## config.mk

```make
export PLATFORM = sky130hd
export DESIGN_NAME = rr_mux_reg_flat
export DESIGN_NICKNAME = d
export VERILOG_FILES = /design/src/rtl/rr_mux_reg_if.sv /design/src/rtl/rr_mux_reg.sv /design/src/flat_wrapper.sv
export SDC_FILE = /design/constraint.sdc
export NUM_CORES = 1
export LEC_CHECK = 0
export ABC_CLOCK_PERIOD_IN_PS = 2400
export CORE_MARGIN = 1.5
export CORE_UTILIZATION = 32
export CTS_CLUSTER_DIAMETER = 120
export DETAILED_ROUTE_END_ITERATION = 10
export PLACE_DENSITY = 0.78
export SYNTH_ARGS = -nofsm -noshare
export SYNTH_HDL_FRONTEND = slang
export SYNTH_SLANG_ARGS = --single-unit
```

## constraint.sdc

```tcl
create_clock -name clk -period 2.4 [get_ports clk]
set_clock_uncertainty 0.1 [all_clocks]
set_input_delay 0.24 -clock clk [delete_from_list [all_inputs] [get_ports clk]]
set_output_delay 0.24 -clock clk [all_outputs]
set_load 0.02 [all_outputs]
```

## src/rtl/rr_mux_reg_if.sv

```systemverilog
// Handshake bundle for rr_mux_reg: mode/select control, N producer channels
// and one registered consumer output. The slave view belongs to the mux; the
// master view belongs to whatever drives the producers and the consumer.
interface rr_mux_reg_if #(
    parameter int WIDTH    = 16,
    parameter int CHANNELS = 4,
    parameter int SEL_W    = $clog2(CHANNELS)
);
    logic                      rr_en;
    logic [SEL_W-1:0]          select;
    logic [CHANNELS*WIDTH-1:0] in_data;
    logic [CHANNELS-1:0]       in_valid;
    logic [CHANNELS-1:0]       in_ready;
    logic [WIDTH-1:0]          out_data;
    logic [SEL_W-1:0]          out_chan;
    logic                      out_valid;
    logic                      out_ready;

    modport slave (
        input  rr_en,
        input  select,
        input  in_data,
        input  in_valid,
        input  out_ready,
        output in_ready,
        output out_data,
        output out_chan,
        output out_valid
    );

    modport master (
        output rr_en,
        output select,
        output in_data,
        output in_valid,
        output out_ready,
        input  in_ready,
        input  out_data,
        input  out_chan,
        input  out_valid
    );
endinterface

```

## src/rtl/rr_mux_reg.sv

```systemverilog
// rr_mux_reg: N-channel, W-bit registered multiplexer with valid/ready
// handshake. In fixed mode the select input picks the channel; in round-robin
// mode the grant rotates starting just after the last channel served. A single
// output register feeds one consumer; it reloads whenever it is empty or
// being drained, so a steady stream moves one word per cycle with no bubbles.
module rr_mux_reg #(
    parameter int WIDTH    = 16,
    parameter int CHANNELS = 4,
    parameter int SEL_W    = $clog2(CHANNELS)
) (
    input  logic         clk,
    input  logic         rst_n,
    rr_mux_reg_if.slave  bus
);

    // Output register and round-robin pointer
    logic                out_valid_q, out_valid_d;
    logic [WIDTH-1:0]    out_data_q,  out_data_d;
    logic [SEL_W-1:0]    out_chan_q,  out_chan_d;
    logic [SEL_W-1:0]    last_q,      last_d;

    // Grant path
    logic                load;
    logic                fixed_hit;
    logic                rr_hit;
    logic [SEL_W-1:0]    rr_idx;
    logic [SEL_W-1:0]    rr_cand [CHANNELS];
    logic                grant_valid;
    logic [SEL_W-1:0]    grant_idx;
    logic [WIDTH-1:0]    grant_data;
    logic [CHANNELS-1:0] grant_onehot;

    // The register may take a new word when it is empty or its word leaves now.
    assign load = !out_valid_q || bus.out_ready;

    // Candidate k is the channel k+1 places after the last one served, so
    // candidate 0 is the highest-priority channel this cycle.
    for (genvar k = 0; k < CHANNELS; k++) begin : g_cand
        assign rr_cand[k] = SEL_W'((int'(last_q) + k + 1) % CHANNELS);
    end

    // Fixed mode grants only an in-range select whose channel has data.
    always_comb begin
        fixed_hit = 1'b0;
        if (int'(bus.select) < CHANNELS) begin
            fixed_hit = bus.in_valid[bus.select];
        end
    end

    // Round-robin search; scanning from the lowest priority upward lets the
    // last match found be the highest-priority valid channel.
    always_comb begin
        rr_hit = 1'b0;
        rr_idx = '0;
        for (int k = CHANNELS - 1; k >= 0; k--) begin
            if (bus.in_valid[rr_cand[k]]) begin
                rr_hit = 1'b1;
                rr_idx = rr_cand[k];
            end
        end
    end

    // Pick the grant for this cycle; nothing is granted in reset or while the
    // register is stalled by the consumer.
    always_comb begin
        grant_valid = 1'b0;
        grant_idx   = '0;
        if (rst_n && load) begin
            if (bus.rr_en) begin
                grant_valid = rr_hit;
                grant_idx   = rr_idx;
            end else begin
                grant_valid = fixed_hit;
                grant_idx   = bus.select;
            end
        end
    end

    // Only the granted producer sees ready.
    always_comb begin
        grant_onehot = '0;
        if (grant_valid) begin
            grant_onehot[grant_idx] = 1'b1;
        end
    end

    assign grant_data   = bus.in_data[int'(grant_idx)*WIDTH +: WIDTH];
    assign bus.in_ready = grant_onehot;

    // Next state: a grant is always a transfer (the granted channel is valid),
    // and it overrides a simultaneous drain so the stream has no bubble.
    always_comb begin
        out_valid_d = out_valid_q;
        out_data_d  = out_data_q;
        out_chan_d  = out_chan_q;
        last_d      = last_q;
        if (grant_valid) begin
            out_valid_d = 1'b1;
            out_data_d  = grant_data;
            out_chan_d  = grant_idx;
            if (bus.rr_en) begin
                last_d = grant_idx;
            end
        end else if (bus.out_ready) begin
            out_valid_d = 1'b0;
        end
    end

    // State register; reset leaves the pointer on the last channel so channel
    // 0 wins the first round-robin grant.
    always_ff @(posedge clk or negedge rst_n) begin
        if (!rst_n) begin
            out_valid_q <= 1'b0;
            out_data_q  <= '0;
            out_chan_q  <= '0;
            last_q      <= SEL_W'(CHANNELS - 1);
        end else begin
            out_valid_q <= out_valid_d;
            out_data_q  <= out_data_d;
            out_chan_q  <= out_chan_d;
            last_q      <= last_d;
        end
    end

    assign bus.out_valid = out_valid_q;
    assign bus.out_data  = out_data_q;
    assign bus.out_chan  = out_chan_q;

    // At most one producer may be told ready in any cycle.
    assert property (@(posedge clk) disable iff (!rst_n) $onehot0(bus.in_ready));

    // A stalled word must not move until the consumer takes it.
    assert property (@(posedge clk) disable iff (!rst_n)
        (out_valid_q && !bus.out_ready) |=>
        (out_valid_q && $stable(out_data_q) && $stable(out_chan_q)));

endmodule

```

## src/flat_wrapper.sv

```systemverilog
// flat-port wrapper written by rule: the top's interface ports become plain ports
module rr_mux_reg_flat 
#(
    parameter int WIDTH    = 16,
    parameter int CHANNELS = 4,
    parameter int SEL_W    = $clog2(CHANNELS)
)
  (clk, rst_n, bus_rr_en, bus_select, bus_in_data, bus_in_valid, bus_out_ready, bus_in_ready, bus_out_data, bus_out_chan, bus_out_valid);
  rr_mux_reg_if #(.WIDTH(WIDTH), .CHANNELS(CHANNELS), .SEL_W(SEL_W)) bus_i ();
  input  logic clk;
  input  logic rst_n;
  input wire logic [$bits(bus_i.rr_en)-1:0] bus_rr_en;
  input wire logic [$bits(bus_i.select)-1:0] bus_select;
  input wire logic [$bits(bus_i.in_data)-1:0] bus_in_data;
  input wire logic [$bits(bus_i.in_valid)-1:0] bus_in_valid;
  input wire logic [$bits(bus_i.out_ready)-1:0] bus_out_ready;
  output wire logic [$bits(bus_i.in_ready)-1:0] bus_in_ready;
  output wire logic [$bits(bus_i.out_data)-1:0] bus_out_data;
  output wire logic [$bits(bus_i.out_chan)-1:0] bus_out_chan;
  output wire logic [$bits(bus_i.out_valid)-1:0] bus_out_valid;
  assign bus_i.rr_en = bus_rr_en;
  assign bus_i.select = bus_select;
  assign bus_i.in_data = bus_in_data;
  assign bus_i.in_valid = bus_in_valid;
  assign bus_i.out_ready = bus_out_ready;
  assign bus_in_ready = bus_i.in_ready;
  assign bus_out_data = bus_i.out_data;
  assign bus_out_chan = bus_i.out_chan;
  assign bus_out_valid = bus_i.out_valid;
  rr_mux_reg #(.WIDTH(WIDTH), .CHANNELS(CHANNELS), .SEL_W(SEL_W)) u_core (.clk(clk), .rst_n(rst_n), .bus(bus_i));
endmodule
```

==> report_table.html, run 1 <==
<table>
<tr><th>Metric</th><th>Value</th></tr>
<tr><th colspan="2">Floorplanning</th></tr>
<tr><td>Overall die height</td><td>70.5 microns</td></tr>
<tr><td>Die area</td><td>4970 sq um</td></tr>
<tr><td>Count of standard-cell rows</td><td>24</td></tr>
<tr><td>Die boundary width</td><td>70.5 microns</td></tr>
<tr><td>Standard cell core area</td><td>4350 sq um</td></tr>
<tr><td>Initial standard-cell utilization of the core</td><td>33.5%</td></tr>
<tr><td>Count of boundary I/O pins</td><td>97</td></tr>
<tr><th colspan="2">Layout</th></tr>
<tr><td>Number of nets in the layout</td><td>290</td></tr>
<tr><td>Ratio of cells with drive above 1 in the final layout</td><td>33.5%</td></tr>
<tr><td>Number of standard cells in the layout, taps in and fillers out</td><td>267</td></tr>
<tr><td>Diode insertion count for antenna repair</td><td>0</td></tr>
<tr><td>P&amp;R area growth vs syn</td><td>81.2%</td></tr>
<tr><td>Fillers</td><td>360</td></tr>
<tr><th colspan="2">Yosys</th></tr>
<tr><td>Post-synthesis sequential area ratio</td><td>36.2%</td></tr>
<tr><td>Area share of the largest cell type after synthesis</td><td>32.6%</td></tr>
<tr><td>Top cells by area, synth</td><td>dfrtp_1 (33%), mux4_1 (18%), mux4_2 (11%)</td></tr>
<tr><td>Number of warnings issued by yosys</td><td>0</td></tr>
<tr><td>Flip-flop and latch count after synthesis</td><td>21</td></tr>
<tr><td>Nets in the synthesized netlist</td><td>175</td></tr>
<tr><td>Largest area contributor in the synthesized netlist</td><td>dfrtp_1</td></tr>
<tr><td>Number of cells produced by synthesis</td><td>101</td></tr>
<tr><td>Cell Area, Synth</td><td>1460 sq um</td></tr>
<tr><td>Unique cell type count in the Yosys netlist</td><td>31</td></tr>
<tr><td>Syn_area_per_cell</td><td>14.4 sq um</td></tr>
<tr><th colspan="2">Worst setup path</th></tr>
<tr><td>Worst reg2reg startpoint</td><td>u_core.last_q[0]$_DFFE_PN1P_</td></tr>
<tr><td>Maximum net fanout on the critical path</td><td>7</td></tr>
<tr><td>Class of the most critical setup path</td><td>flip-flop to flip-flop</td></tr>
<tr><td>Reg-to-Reg End</td><td>u_core.bus.out_data[1]$_DFFE_PN0P_</td></tr>
<tr><td>Crit path required time</td><td>2.45 ns</td></tr>
<tr><td>Setup slack on the worst flop-to-flop path</td><td>-0.06 ns</td></tr>
<tr><td>Critical Path Sink Type</td><td>flip-flop</td></tr>
<tr><td>Master of the slowest instance on the critical path</td><td>dfstp_2</td></tr>
<tr><td>Worst-path cell chain</td><td>inv_2 &gt; a221oi_2 &gt; a31oi_2 &gt; o221ai_4 &gt; buf_6 &gt; mux4_2 &gt; mux2_4</td></tr>
<tr><td>CP peak stage delay</td><td>0.54 ns</td></tr>
<tr><td>Worst EP arrival</td><td>2.50 ns</td></tr>
<tr><td>Startpoint types</td><td>flip-flop</td></tr>
<tr><td>Depth of the worst register-to-register path</td><td>7</td></tr>
<tr><th colspan="2">Pwr</th></tr>
<tr><td>Largest voltage drop on the vdd net</td><td>0.320 mV</td></tr>
<tr><td>Leakage component of the power</td><td>0.00108 uW</td></tr>
<tr><td>Sum of internal, switching and leakage power</td><td>1640 uW</td></tr>
<tr><td>PwrDens</td><td>619 nW/um^2</td></tr>
<tr><th colspan="2">Timing</th></tr>
<tr><td>Number of endpoints failing setup at the final stage</td><td>15</td></tr>
<tr><td>Shortest clock period the worst path allows after layout</td><td>2.46 ns</td></tr>
<tr><td>Post-route setup TNS</td><td>-0.309 ns</td></tr>
<tr><td>Share of the clock period used by the worst path</td><td>102%</td></tr>
<tr><td>Total count of max-transition violations in the final report</td><td>0</td></tr>
<tr><td>Measured slew at the worst slew-check pin</td><td>0.329 ns</td></tr>
<tr><td>Worst hold slack</td><td>0.264 ns</td></tr>
<tr><td>Final hold violation count</td><td>0</td></tr>
<tr><td>Worst rel slew slack</td><td>78.1%</td></tr>
<tr><td>RSZ-0062 raised after global routing</td><td>yes</td></tr>
<tr><td>Maximum operating frequency</td><td>407 MHz</td></tr>
<tr><td>Final setup slack of the worst path</td><td>-0.0560 ns</td></tr>
<tr><th colspan="2">Global routing</th></tr>
<tr><td>Overall overflow remaining after global route</td><td>0</td></tr>
<tr><td>All-Layer GR Usage</td><td>17.8%</td></tr>
<tr><td>Wire length of the first global-routing pass</td><td>6830 microns</td></tr>
<tr><td>Vias in the first global route</td><td>1,423</td></tr>
<tr><td>Pin count of the biggest net entering global routing</td><td>22</td></tr>
<tr><td>Antenna violations before repair</td><td>0</td></tr>
<tr><th colspan="2">Drt</th></tr>
<tr><td>Routed WL per cell</td><td>16.8 microns</td></tr>
<tr><td>First DRT Iteration DRCs</td><td>47</td></tr>
<tr><td>Iteration count of the initial detailed-routing pass</td><td>4</td></tr>
<tr><td>DRC Markers</td><td>0</td></tr>
<tr><td>Routed WL</td><td>4480 microns</td></tr>
<tr><td>Total vias in the final route</td><td>1,336</td></tr>
<tr><td>DR vias/cell</td><td>5.00</td></tr>
<tr><td>Antenna Nets Post-Route</td><td>0</td></tr>
<tr><th colspan="2">Placed design</th></tr>
<tr><td>Placed wire-length estimate</td><td>3510 microns</td></tr>
<tr><td>Count of input and output buffers</td><td>96</td></tr>
<tr><td>Placer's final routability congestion estimate</td><td>0.881</td></tr>
<tr><td>Dpl cells</td><td>260</td></tr>
<tr><th colspan="2">Status</th></tr>
<tr><td>Failing checks</td><td>negative setup slack</td></tr>
<tr><td>Outcome</td><td>complete, but fails checks</td></tr>
<tr><th colspan="2">Clocking</th></tr>
<tr><td>Count of hold-fix buffers inserted at cts</td><td>0</td></tr>
<tr><td>Latest clock arrival within the worst-skew pair</td><td>0.26 ns</td></tr>
<tr><td>CTS tree</td><td>yes</td></tr>
<tr><td>Clock transition at the registers of the reported paths</td><td>0.08 ns</td></tr>
<tr><td>Clk root buf</td><td>clkbuf_8</td></tr>
<tr><td>Total clock sinks</td><td>21</td></tr>
<tr><td>Number of H-tree branching levels</td><td>1</td></tr>
<tr><td>Cts bufs inserted</td><td>3</td></tr>
<tr><td>Buffers from clock root to sink, at most</td><td>2</td></tr>
<tr><th colspan="2">Min path</th></tr>
<tr><td>Hold crit path type</td><td>primary input to async pin</td></tr>
<tr><th colspan="2">Run</th></tr>
<tr><td>Max-cap check violation count</td><td>0</td></tr>
</table>
[power breakdown]
part	switching (uW)	total, uW	internal [uW]
sequential	60.0	525	465
combinational	345	874	529
clock	118	236	118
[placed cells by master, fill, tap and decap left out, types with 3 or more instances in the layout]
master           count
dfrtp_1             19
mux2_2               5
clkbuf_2             4
clkbuf_8             3
nand2_1              4
nand2b_1             6
clkdlybuf4s50_1     92
mux4_2              16
nor2_1               6
buf_6                4
inv_1                4
mux2_4              12
buf_4               17
[per-stage QoR]
stage / worst slack [ns] / util (%) / instance area, sq um
floorplan: 0.0426 / - / 1460
global route: -0.127 / 60.7 / 2640
CTS: -0.0471 / 60.9 / 2650
finish: -0.0560 / 60.7 / 2640
global placement: -0.275 / 59.1 / 2570
detailed placement: -0.360 / 59.1 / 2570
[synthesized netlist by cell type (all sizes together)]
master  number
dfrtp       19
mux2        17
mux4        17
buf          6
inv          6
nand2b       6
nor2         6
nand2        4
and3         2
dfstp        2
o21ai        2
o221ai       2
a211oi       1
a21boi       1
a21oi        1
a221oi       1
a31oi        1
and2         1
clkbuf       1
nor4         1
o21bai       1
o221a        1
o31ai        1
o32a         1
[worst max path at each step]
stage                            startpoint                                   to  slack, ns
3_5_place_dp                bus_in_valid[3]   u_core.bus.out_data[0]$_DFFE_PN0P_      -0.36
5_1_grt        u_core.last_q[0]$_DFFE_PN1P_   u_core.bus.out_data[1]$_DFFE_PN0P_      -0.13
4_1_cts        u_core.last_q[0]$_DFFE_PN1P_  u_core.bus.out_data[13]$_DFFE_PN0P_      -0.05
3_3_place_gp                bus_in_valid[3]  u_core.bus.out_data[13]$_DFFE_PN0P_      -0.28
2_1_floorplan  u_core.last_q[0]$_DFFE_PN1P_  u_core.bus.out_data[15]$_DFFE_PN0P_       0.04
6_report       u_core.last_q[0]$_DFFE_PN1P_   u_core.bus.out_data[1]$_DFFE_PN0P_      -0.06
[routing by layer]
| metal | track usage [%] | share of wire (%) | vias up |
|---|---|---|---|
| met3 | 4.33 | 4.6 | 4 |
| met1 | 21.7 | 43 | 659 |
| met2 | 31.2 | 51 | 52 |
| met5 | 0 | 0 | - |
| li1 | - | - | 621 |
| met4 | 4.49 | 0.96 | 0 |
[what timing repair did]
item,in CTS,in global routing
pin swaps,3,2
setup buffers,3,0
setup endpoints to repair,20,20
resized for setup,9,25
[sequential cells by signal, indices dropped and copies added, names as in the netlist]
register / flops
u_core.bus.out_chan: 2
u_core.bus.out_data: 16
u_core.last_q: 2
u_core.bus.out_valid: 1
[worst max-delay path: cells and delay by family (launching register included)]
kind / cells / cell delay [ns]
compound gates: 3 / 0.68
buf+inv: 2 / 0.22
flops: 1 / 0.54
mux: 2 / 0.80
[area by class of cell]
class / count / area [sq um] / share of cell area [%]
Multi-Input combinational cell: 67 / 867 / 32.8
Tap cell: 52 / 65.1 / 2.46
Sequential cell: 21 / 528 / 20.0
Timing Repair Buffer: 117 / 1110 / 42.2
Clock buffer: 4 / 45.0 / 1.71
Inverter: 6 / 22.5 / 0.853
[cells by family after synthesis]
kind of cell | Yosys count | synth area share (%)
AO/OA/AOI/OAI | 13 | 7.64
flip-flops | 21 | 36.2
multiplexers | 34 | 43.8
AND/OR/NAND/NOR | 20 | 6.87
buffers and inverters | 13 | 5.49
Power figures use the tool's default switching activity.
==> inputs of run 2 (changes only) <==
SLEW_MARGIN = 40   (was not set)
==> results of run 2 <==
Same layout as run 1: the final DEF is identical, and so are final timing and power.
==> inputs of run 3 (changes only) <==
CORE_MARGIN = 4   (was 1.5)
==> run 3 against run 2 <==
  * Power rose by 1.5%
  * Clock power barely moved
  * Die area rose by 15%
  * Worst hold slack improved by 0.011 ns
  * Sequential power barely moved
  * First-iteration DRC count fell by 8.5%
  * The flow still finishes with violations (negative setup slack)
  * Global-route usage fell by 2.2 points
  * Critical path depth did not move
  * Sequential share of layout area fell by 0.17 points
  * Combinational power rose by 3.2%
  * Via count fell by 1.9%
  * Final cell count rose by 0.37%
==> report_table.html, run 3 (synthesis gave the netlist of run 1 again) <==
<table>
<tr><th>Metric</th><th>Value</th></tr>
<tr><th colspan="2">Drt</th></tr>
<tr><td>Highest metal layer with signal wires</td><td>met4</td></tr>
<tr><td>Routed WL</td><td>4740 microns (+5.8%)</td></tr>
<tr><td>DRC Markers</td><td>0 (unchanged)</td></tr>
<tr><td>DR vias/cell</td><td>4.89 (-2.2%)</td></tr>
<tr><td>Metal1 wirelength</td><td>1910 microns (-1.2%)</td></tr>
<tr><td>Antenna Nets Post-Route</td><td>0 (unchanged)</td></tr>
<tr><td>Met2 WL</td><td>2360 microns (+2.3%)</td></tr>
<tr><td>Met3 wirelength from detailed routing</td><td>422 microns (+110%)</td></tr>
<tr><td>Routed WL per cell</td><td>17.7 microns (+5.4%)</td></tr>
<tr><td>First DRT Iteration DRCs</td><td>43 (-8.5%)</td></tr>
<tr><td>Iteration count of the initial detailed-routing pass</td><td>6 (+2)</td></tr>
<tr><td>Total vias in the final route</td><td>1,311 (-1.9%)</td></tr>
<tr><th colspan="2">Clocking</th></tr>
<tr><td>Number of H-tree branching levels</td><td>1 (unchanged)</td></tr>
<tr><td>Clk root buf</td><td>clkbuf_8</td></tr>
<tr><td>Total clock sinks</td><td>21 (unchanged)</td></tr>
<tr><td>Buffers from clock root to sink, at most</td><td>2 (unchanged)</td></tr>
<tr><td>Cts bufs inserted</td><td>3 (unchanged)</td></tr>
<tr><td>Count of hold-fix buffers inserted at cts</td><td>0 (unchanged)</td></tr>
<tr><td>CTS tree</td><td>yes</td></tr>
<tr><td>Clock transition at the registers of the reported paths</td><td>0.08 ns (about the same)</td></tr>
<tr><td>Latest clock arrival within the worst-skew pair</td><td>0.26 ns (about the same)</td></tr>
<tr><th colspan="2">Floorplanning</th></tr>
<tr><td>Count of boundary I/O pins</td><td>97 (unchanged)</td></tr>
<tr><td>Standard cell core area</td><td>4380 sq um (+0.69%)</td></tr>
<tr><td>Overall die height</td><td>75.5 microns (+7.1%)</td></tr>
<tr><td>Initial standard-cell utilization of the core</td><td>33.2% (-0.23 points)</td></tr>
<tr><td>Count of standard-cell rows</td><td>24 (unchanged)</td></tr>
<tr><td>Die area</td><td>5700 sq um (+15%)</td></tr>
<tr><td>Die boundary width</td><td>75.5 microns (+7.1%)</td></tr>
<tr><th colspan="2">Layout</th></tr>
<tr><td>Ratio of cells with drive above 1 in the final layout</td><td>33.8% (+0.31 points)</td></tr>
<tr><td>P&amp;R area growth vs syn</td><td>82.7%</td></tr>
<tr><td>Leading cell type in the layout, fill and taps excluded</td><td>clkdlybuf4s50_1</td></tr>
<tr><td>Max FFs per register</td><td>16 (unchanged)</td></tr>
<tr><td>Final std cell area, no fill</td><td>2660 sq um (+0.85%)</td></tr>
<tr><td>Number of nets in the layout</td><td>291 (+0.34%)</td></tr>
<tr><td>Diode insertion count for antenna repair</td><td>0 (unchanged)</td></tr>
<tr><td>Post-route core utilization</td><td>60.8% (+0.098 points)</td></tr>
<tr><td>Fillers</td><td>359 (-0.28%)</td></tr>
<tr><td>Commonest cells after routing, fill and taps aside</td><td>clkdlybuf4s50_1 (92), buf_4 (20), dfrtp_1 (19), mux4_2 (16), mux2_4 (16)</td></tr>
<tr><th colspan="2">Worst setup path</th></tr>
<tr><td>Depth of the worst register-to-register path</td><td>7 (unchanged)</td></tr>
<tr><td>Crit path required time</td><td>2.45 ns (about the same)</td></tr>
<tr><td>Critical Path Sink Type</td><td>flip-flop</td></tr>
<tr><td>Setup slack on the worst flop-to-flop path</td><td>-0.01 ns (+0.05 ns)</td></tr>
<tr><td>Worst reg2reg startpoint</td><td>u_core.last_q[0]$_DFFE_PN1P_</td></tr>
<tr><td>Class of the most critical setup path</td><td>flip-flop to flip-flop</td></tr>
<tr><td>CP Launch Point</td><td>u_core.last_q[0]$_DFFE_PN1P_</td></tr>
<tr><td>Capturing element of the worst setup path</td><td>u_core.bus.out_data[8]$_DFFE_PN0P_</td></tr>
<tr><td>Startpoint types</td><td>flip-flop</td></tr>
<tr><td>Reg-to-Reg End</td><td>u_core.bus.out_data[8]$_DFFE_PN0P_</td></tr>
<tr><td>Worst EP arrival</td><td>2.46 ns (-0.04 ns)</td></tr>
<tr><td>Maximum net fanout on the critical path</td><td>6 (-1)</td></tr>
<tr><th colspan="2">Global routing</th></tr>
<tr><td>Overall overflow remaining after global route</td><td>0 (unchanged)</td></tr>
<tr><td>Pin count of the biggest net entering global routing</td><td>22 (unchanged)</td></tr>
<tr><td>Antenna violations before repair</td><td>0 (unchanged)</td></tr>
<tr><td>All-Layer GR Usage</td><td>15.6% (-2.2 points)</td></tr>
<tr><td>Wire length of the first global-routing pass</td><td>6650 microns (-2.6%)</td></tr>
<tr><td>Vias in the first global route</td><td>1,343 (-5.6%)</td></tr>
<tr><th colspan="2">Pwr</th></tr>
<tr><td>Largest voltage drop on the vdd net</td><td>0.272 mV (-15%)</td></tr>
<tr><td>Leakage component of the power</td><td>0.00110 uW (+2.1%)</td></tr>
<tr><td>PwrDens</td><td>623 nW/um^2 (+0.67%)</td></tr>
<tr><th colspan="2">Timing</th></tr>
<tr><td>Shortest clock period the worst path allows after layout</td><td>2.41 ns (-0.0455 ns)</td></tr>
<tr><td>RSZ-0062 raised after global routing</td><td>yes</td></tr>
<tr><td>Total count of max-transition violations in the final report</td><td>0 (unchanged)</td></tr>
<tr><td>Maximum operating frequency</td><td>415 MHz (+1.9%)</td></tr>
<tr><td>Final hold violation count</td><td>0 (unchanged)</td></tr>
<tr><td>Number of endpoints failing setup at the final stage</td><td>1 (-14)</td></tr>
<tr><td>Measured slew at the worst slew-check pin</td><td>0.334 ns (+0.00595 ns)</td></tr>
<tr><td>Final setup slack of the worst path</td><td>-0.0104 ns (+0.0455 ns)</td></tr>
<tr><td>Worst rel slew slack</td><td>77.5% (-0.60 points)</td></tr>
<tr><td>Share of the clock period used by the worst path</td><td>100% (-1.9 points)</td></tr>
<tr><th colspan="2">Min path</th></tr>
<tr><td>Hold crit path type</td><td>primary input to async pin</td></tr>
<tr><th colspan="2">Placed design</th></tr>
<tr><td>Count of input and output buffers</td><td>96 (unchanged)</td></tr>
<tr><td>Placed wire-length estimate</td><td>3850 microns (+9.6%)</td></tr>
<tr><td>Post-detailed-placement cell area</td><td>2590 sq um (+0.58%)</td></tr>
<tr><td>Pre-CTS worst setup slack</td><td>-0.350 ns (+0.00999 ns)</td></tr>
<tr><td>Placer's final routability congestion estimate</td><td>0.884 (+0.34%)</td></tr>
<tr><th colspan="2">Run</th></tr>
<tr><td>Max-cap check violation count</td><td>0 (unchanged)</td></tr>
<tr><th colspan="2">Status</th></tr>
<tr><td>Failing checks</td><td>negative setup slack</td></tr>
<tr><td>Outcome</td><td>complete, but fails checks</td></tr>
</table>
[run 3: cell types whose count changed in the layout (fill, tap and decap cells not counted), moves of 3 or more]
cell	delta
buf_6	-3
mux2_4	+4
buf_4	+3
mux2_2	-4
[run 3: worst max-delay path, stage by stage (launching register included)]
cell      delay [ns]
dfstp_2         0.54
inv_2           0.05
a221oi_2        0.27
a31oi_2         0.09
o221ai_4        0.27
buf_6           0.20
mux4_2          0.51
mux2_4          0.27
[run 3: area by class of cell]
| type | count | area (sq um) | share of cell area, % |
|---|---|---|---|
| Inverter | 6 | 22.5 | 0.845 |
| Clock buffer | 4 | 45.0 | 1.69 |
| Multi-Input combinational cell | 67 | 881 | 33.1 |
| Timing Repair Buffer | 118 | 1120 | 42.1 |
| Tap cell | 52 | 65.1 | 2.44 |
| Sequential cell | 21 | 528 | 19.8 |
[run 3: layer usage]
layer | vias up | GRT usage [%]
met4 | 0 | 4.66
met2 | 58 | 25.1
met3 | 6 | 4.09
met5 | - | 0
li1 | 619 | -
met1 | 628 | 20.6
[run 3: timing repair]
item                       in CTS  in global routing
resized for setup              28                 11
setup buffers                   1                  1
setup endpoints to repair      20                 20
pin swaps                       2                  3
[run 3: power by group]
| part | internal [uW] | switching (uW) | total, uW |
|---|---|---|---|
| Clock | 119 | 117 | 236 |
| Sequential | 465 | 58.0 | 523 |
| Combinational | 548 | 354 | 902 |
[run 3: how the worst min path moves through the flow]
stage	start	to	slack, ns	depth (start not counted)
after floorplan	rst_n	u_core.bus.out_chan[0]$_DFFE_PN0P_	-0.16	0
after global placement	u_core.bus.out_data[8]$_DFFE_PN0P_	u_core.bus.out_data[8]$_DFFE_PN0P_	0.39	1
after detailed placement	u_core.bus.out_data[12]$_DFFE_PN0P_	u_core.bus.out_data[12]$_DFFE_PN0P_	0.40	1
after CTS	rst_n	u_core.bus.out_data[5]$_DFFE_PN0P_	0.29	2
after global routing	rst_n	u_core.bus.out_chan[0]$_DFFE_PN0P_	0.30	2
final	rst_n	u_core.bus.out_chan[0]$_DFFE_PN0P_	0.27	2
[run 3: per-stage QoR]
step	hold slack (ns)	TNS, ns	power (uW)	std cells
after floorplan	-0.156	0	941	101
after global placement	0.391	-4.58	1350	262
after detailed placement	0.395	-5.57	1370	262
after CTS	0.287	-0.647	1650	267
after global routing	0.296	-1.59	1760	268
final	0.275	-0.0104	1660	268
